[src/rtl/rdma_inbound_unmap.sv]
// Inbound RDMA responder: checks a remote address against the exported window,
// strips the window base, performs one local memory access and returns a status/data response.
module rdma_inbound_unmap #(
    parameter logic [31:0] OFFSET      = 32'h8000_0000,
    parameter logic [31:0] WINDOW_SIZE = 32'h1000_0000,
    parameter int unsigned TIMEOUT     = 16
) (
    input  logic        clk,
    input  logic        rst_n,
    input  logic        req_valid,
    output logic        req_ready,
    input  logic [31:0] req_remote_addr,
    input  logic        req_write,
    input  logic [31:0] req_wdata,
    output logic        mem_valid,
    output logic [31:0] mem_addr,
    output logic        mem_write,
    output logic [31:0] mem_wdata,
    input  logic        mem_ack,
    input  logic [31:0] mem_rdata,
    output logic        rsp_valid,
    input  logic        rsp_ready,
    output logic [1:0]  rsp_status,
    output logic [31:0] rsp_rdata,
    output logic        busy
);

    localparam int unsigned AW = 32;
    localparam int unsigned DW = 32;
    localparam int unsigned TW = 16;
    localparam logic [TW-1:0] TIMER_LAST = TW'(TIMEOUT - 1);

    localparam logic [1:0] ST_OK        = 2'b00;
    localparam logic [1:0] ST_WINDOW    = 2'b01;
    localparam logic [1:0] ST_TIMEOUT   = 2'b10;
    localparam logic [1:0] ST_MISALIGN  = 2'b11;

    typedef enum logic [1:0] {
        IDLE  = 2'd0,
        CHECK = 2'd1,
        ISSUE = 2'd2,
        RESP  = 2'd3
    } state_t;

    state_t          state;
    logic [AW-1:0]   addr_q;
    logic            write_q;
    logic [DW-1:0]   wdata_q;
    logic [TW-1:0]   timer;
    logic [AW-1:0]   diff_c;

    // Modular subtraction: addresses below OFFSET wrap to large values and fail the window test.
    assign diff_c = addr_q - OFFSET;

    // Request capture, window check, memory access and response handshake.
    always_ff @(posedge clk or negedge rst_n) begin
        if (!rst_n) begin
            state      <= IDLE;
            addr_q     <= '0;
            write_q    <= 1'b0;
            wdata_q    <= '0;
            timer      <= '0;
            req_ready  <= 1'b0;
            mem_valid  <= 1'b0;
            mem_addr   <= '0;
            mem_write  <= 1'b0;
            mem_wdata  <= '0;
            rsp_valid  <= 1'b0;
            rsp_status <= ST_OK;
            rsp_rdata  <= '0;
            busy       <= 1'b0;
        end else begin
            case (state)
                IDLE: begin
                    req_ready <= 1'b1;
                    busy      <= 1'b0;
                    if (req_valid && req_ready) begin
                        addr_q    <= req_remote_addr;
                        write_q   <= req_write;
                        wdata_q   <= req_wdata;
                        req_ready <= 1'b0;
                        busy      <= 1'b1;
                        state     <= CHECK;
                    end
                end

                CHECK: begin
                    timer <= '0;
                    if (addr_q[1:0] != 2'b00) begin
                        rsp_status <= ST_MISALIGN;
                        rsp_rdata  <= '0;
                        state      <= RESP;
                    end else if (diff_c >= WINDOW_SIZE) begin
                        rsp_status <= ST_WINDOW;
                        rsp_rdata  <= '0;
                        state      <= RESP;
                    end else begin
                        mem_addr  <= diff_c;
                        mem_write <= write_q;
                        mem_wdata <= wdata_q;
                        state     <= ISSUE;
                    end
                end

                // First ISSUE cycle raises mem_valid; acks only count once it is visible.
                ISSUE: begin
                    if (!mem_valid) begin
                        mem_valid <= 1'b1;
                    end else if (mem_ack) begin
                        mem_valid  <= 1'b0;
                        rsp_valid  <= 1'b1;
                        rsp_status <= ST_OK;
                        rsp_rdata  <= mem_write ? '0 : mem_rdata;
                        state      <= RESP;
                    end else if (timer == TIMER_LAST) begin
                        mem_valid  <= 1'b0;
                        rsp_valid  <= 1'b1;
                        rsp_status <= ST_TIMEOUT;
                        rsp_rdata  <= '0;
                        state      <= RESP;
                    end else begin
                        timer <= timer + TW'(1);
                    end
                end

                RESP: begin
                    if (!rsp_valid) begin
                        rsp_valid <= 1'b1;
                    end else if (rsp_ready) begin
                        rsp_valid  <= 1'b0;
                        rsp_status <= ST_OK;
                        rsp_rdata  <= '0;
                        req_ready  <= 1'b1;
                        busy       <= 1'b0;
                        state      <= IDLE;
                    end
                end

                default: state <= IDLE;
            endcase
        end
    end

endmodule
[config.mk]
export PLATFORM = sky130hd
export DESIGN_NAME = rdma_inbound_unmap
export DESIGN_NICKNAME = d
export VERILOG_FILES = /design/src/rtl/rdma_inbound_unmap.sv
export SDC_FILE = /design/constraint.sdc
export NUM_CORES = 1
export LEC_CHECK = 0
export ABC_AREA = 0
export CORE_ASPECT_RATIO = 2
export CORE_UTILIZATION = 35
export DETAILED_ROUTE_END_ITERATION = 12
export GPL_TIMING_DRIVEN = 0
export SETUP_SLACK_MARGIN = 0.02
export SYNTH_ARGS = -nofsm -noshare
export SYNTH_HDL_FRONTEND = slang
export SYNTH_SLANG_ARGS = --single-unit
[constraint.sdc]
create_clock -name clk -period 5.9 [get_ports clk]
set_input_delay 1.18 -clock clk [delete_from_list [all_inputs] [get_ports clk]]
set_output_delay 1.18 -clock clk [all_outputs]
set_load 0.05 [all_outputs]
==> metrics.yaml, run 1 <==
area_growth_pct: 39.9
postLayoutSetupSlackWorst_ps: 2960
powerDensity_nw_per_um2: 553
path_max_fanout: 10
netlist.area_leader.share_pct: 61.5
io_buffers: 204
antenna_found_initial: 1
endpoint_kind: "flop"
cts_buffers: 17
postSynthAreaPerCell_um2: 13.6
seqCellArea_um2: 4650
hold_violations: 0
slew_headroom_pct: 52.6
dp_hpwl_mm: 14.1
period_needed_ps: 2940
grt_setup_unrepaired: "false"
multi_input_area_um2: 2650
drc: 0
critPathLaunchType: "input pin"
grt-ovfl-total: 0
grt_pass1_wl_mm: 30.1
postSynthCellCount: 558
grt_max_degree: 119
die_area_um2: 22300
ctsResizeCount: 0
cts_setup_buffers: 0
clkTransAtPathRegs_ps: 60
ys_seq_elements: 186
grt_pass1_vias: 5750
postRouteAntennaNets: 0
ys.flop_type: "dfrtp_1"
stdcell_count: 1063
fmax_mhz: 340
cp.arrival_ps: 3260
ys_warn_count: 0
die_h_um: 210
nNetsFinal: 889
setup_violations: 0
min_path_type: "flop to flop"
wirelength_mm: 18.8
synth_commonest_cells: "186 x dfrtp_1, 124 x mux2_2, 44 x nand2_1"
synth_edf_count: 0
cts-root-buf: "clkbuf_16"
synthArstFlopShare_pct: 100
peakVddDrop_uv: 256
grt_usage_pct: 17.9
core_um2: 21100
cts_sinks: 186
synthesis.nets: 665
clk_path_buf_depth: 2
io_pins: 205
worstPathRequired_ps: 6220
dp_cells: 1032
route.detailed.vias_per_inst: 4.86
ctsHtreeMaxLevel: 4
vias: 5167
pre_cts_ws_ps: 2420
clock_skew_ps: 7.35
netlist_area_um2: 7570
whs_ps: 494
synthTopCellsByArea: "dfrtp_1 61%, mux2_2 18%, mux2i_1 4.6%"
seq_area_frac_synth_pct: 61.5
cts_tree: "done"
firstDrtPassIters: 4
gp_congestion: 0.832
tightest_slew_ps: 712
fillCellCount: 1875
initialDrtViolationCount: 258
power.leakage_nw: 4.71
die_w_um: 106
wire_per_inst_um: 17.6
synth_cell_type_count: 44
drive_gt1_share_pct: 20.9
crit_type: "input pin to flop"
rows: 75
tns_ps: 0
clock_latency_ps: 430
synth_most_common_cell: "dfrtp_1"
synth_top_area_cell: "dfrtp_1"
slew_viol_final: 0
outcome: "completed"
hold_buffers: 0
start_util_pct: 35.8
finalCritPeriodShare_pct: 49.9
maxCapViolCount: 0
[stage by stage]
stage / area [um^2] / util, % / power [mW]
4_1_cts: 10600 / 50.1 / 5.93
6_report: 10600 / 50.2 / 5.86
3_5_place_dp: 9980 / 47.3 / 4.75
5_1_grt: 10600 / 50.2 / 6.16
3_3_place_gp: 9950 / 47.1 / 4.66
2_1_floorplan: 7570 / - / 3.83
[report_power, final]
| group | leakage (nW) | switching (mW) | internal [mW] | total [mW] |
|---|---|---|---|---|
| clock | 0.296 | 0.468 | 0.697 | 1.17 |
| sequential | 2.41 | 0.259 | 1.77 | 2.03 |
| combinational | 2.00 | 1.59 | 1.08 | 2.66 |
[placed cells by master, fill, tap and decap left out, types with 9 or more instances in the layout]
cell type	count
clkbuf_16	17
nand2_1	44
inv_1	39
clkbuf_1	13
nand3_1	9
mux2i_1	35
clkdlybuf4s50_1	203
mux2_2	124
or4_1	9
a21oi_1	12
dfrtp_1	186
o21ai_0	9
[routing by layer]
metal	global-route usage [%]	vias to the layer above	routed length (um)
met5	0	-	0
met4	7.42	0	447
met3	5.53	28	1040
met2	34.8	144	11000
met1	16.8	2633	6280
li1	-	2362	-
[final timing paths]
kind                               from       endpoint  slack [ps]  cells past startpoint
min reg2reg                mem_addr[29]   mem_addr[29]         490                      1
max in group asynchronous         rst_n   rsp_rdata[1]        4180                      2
max reg2reg                    state[1]  mem_wdata[21]        3320                      6
max                           req_valid    wdata_q[11]        2960                      5
min                        mem_addr[29]   mem_addr[29]         490                      1
min in group asynchronous         rst_n   mem_addr[19]         690                      1
[flip-flops by register name, indices dropped and copies added (netlist names), 2 cells and up]
register and flops:
mem_wdata 32, wdata_q 32, rsp_status 2, state 2, timer 16, addr_q 32
rsp_rdata 32, mem_addr 32
[final cells by class]
cell class / instances / share of cell area, %
flip-flops and latches: 186 / 44.0
multi-input cells: 309 / 25.0
repair buffers: 205 / 19.6
clock buffers: 24 / 4.93
well taps: 269 / 3.18
inverters: 39 / 1.38
plain buffers: 24 / 1.10
clock inverters: 6 / 0.803
diodes: 1 / 0.0236
[worst max-delay path, cell delays in order]
cell and delay, ps:
clkdlybuf4s50_1 420, nand3_1 220, buf_1 500, buf_1 530, mux2_2 400
[logic make-up after synthesis]
group	share of synthesized area [%]
AO/OA/AOI/OAI	3.87
XOR/XNOR	0.116
adder cells (fa/ha/maj)	0.827
buffers and inverters	3.47
flip-flops	61.5
multiplexers	23.4
AND/OR/NAND/NOR	6.84
Power figures use the tool's default switching activity.
==> inputs of run 2 (changes only) <==
- clock period: 5.9 -> 2.4 ns (I/O delays scaled with it)
==> run 2 against run 1 <==
  * The run now ends with negative hold slack left
  * Worst hold slack lost 500 ps
  * First-iteration DRC count is 2.3% lower
  * Die area unchanged
  * Via count fell by 0.21%
  * Clock power up 150%
  * Setup slack got worse by 2800 ps
  * Largest power group unchanged
==> metrics.yaml, run 2 (synthesis results as in run 1) <==
vias: 5156
crit_type: "flop to flop"
grt_setup_unrepaired: "false"
clkTransAtPathRegs_ps: 70
clock_latency_ps: 430
grt_pass1_vias: 5759
tns_ps: 0
fmax_mhz: 447
postLayoutSetupSlackWorst_ps: 163
slew_headroom_pct: 54.1
postRouteAntennaNets: 0
grt_max_degree: 119
firstDrtPassIters: 4
powerDensity_nw_per_um2: 1360
core_um2: 21100
path_max_fanout: 7
setup_violations: 0
whs_ps: -5.83
initialDrtViolationCount: 252
finalCritPeriodShare_pct: 93.2
tightest_slew_ps: 688
area_growth_pct: 40.6
dp_hpwl_mm: 14.1
drive_gt1_share_pct: 22.9
wirelength_mm: 18.8
endpoint_kind: "flop"
layout_common_cells: "203 x clkdlybuf4s50_1, 186 x dfrtp_1, 124 x mux2_2"
gp_congestion: 0.832
maxCapViolCount: 0
die_w_um: 106
nNetsFinal: 890
route.detailed.vias_per_inst: 4.85
grt-ovfl-total: 0
cp.arrival_ps: 2550
clk_path_buf_depth: 2
worstPathRequired_ps: 2710
outcome: "finished, violations left"
fin_util_pct: 50.4
pre_cts_ws_ps: -376
io_buffers: 204
period_needed_ps: 2240
fillCellCount: 1867
cts_sinks: 186
wire_per_inst_um: 17.7
hold_violations: 4
min_path_type: "input pin to asynchronous set/reset pin"
peakVddDrop_uv: 631
grt_usage_pct: 17.9
die_area_um2: 22300
io_pins: 205
ctsHtreeMaxLevel: 4
p_total_mw: 14.4
die_h_um: 210
clock_skew_ps: 7.77
final_common_cell: "clkdlybuf4s50_1"
violations: "negative hold slack"
power.leakage_nw: 4.74
drc: 0
slew_viol_final: 0
critPathLaunchType: "flop"
cts_buffers: 17
antenna_found_initial: 1
cts_tree: "done"
rows: 75
grt_pass1_wl_mm: 30.1
start_util_pct: 35.8
cts-root-buf: "clkbuf_16"
## run 2: worst max-delay path, cell delays in order, from the launching register on
cell and delay (ps):
dfrtp_1 440, or4_4 600, o41ai_4 380, o2111ai_1 160, buf_4 220, mux2_1 310
## run 2: worst paths after layout
path | start | to | slack (ps) | depth (start not counted)
max | timer[12] | rsp_status[1] | 160 | 5
min | rst_n | mem_addr[19] | -6 | 1
max reg2reg | timer[12] | rsp_status[1] | 160 | 5
min reg2reg | mem_addr[29] | mem_addr[29] | 490 | 1
max in group asynchronous | rst_n | rsp_rdata[1] | 1370 | 2
min in group clk | mem_addr[29] | mem_addr[29] | 490 | 1
## run 2: timing repair
item,CTS,global route
pin swaps,1,0
gates resized for setup,7,13
endpoints found under the setup margin,95,86
setup buffers,1,0
hold buffers,0,0
## run 2: metrics by stage
step	cell area [um^2]	instances
after floorplan	7570	558
after detailed placement	9980	1032
after global routing	10600	1064
after global placement	9950	1031
final	10600	1064
after CTS	10600	1063
## run 2: power by group
| part | switching (mW) | total [mW] | internal (mW) |
|---|---|---|---|
| combinational | 3.90 | 6.57 | 2.66 |
| sequential | 0.644 | 5.00 | 4.36 |
| clock | 1.15 | 2.87 | 1.71 |
## run 2: routing by layer
metal  wire [um]  track usage [%]
met2       11000             34.8
met3        1010             5.53
met4         445             7.42
met1        6300             16.8
met5           0                0
## run 2: layout make-up
type | count | area (um^2) | share of cell area (%)
multi-input cells | 309 | 2680 | 25.2
inverters | 39 | 146 | 1.38
well taps | 269 | 337 | 3.16
diodes | 1 | 2.50 | 0.0235
clock buffers | 24 | 522 | 4.90
flip-flops and latches | 186 | 4650 | 43.7
repair buffers | 206 | 2080 | 19.6
plain buffers | 24 | 129 | 1.21
clock inverters | 6 | 85.1 | 0.800
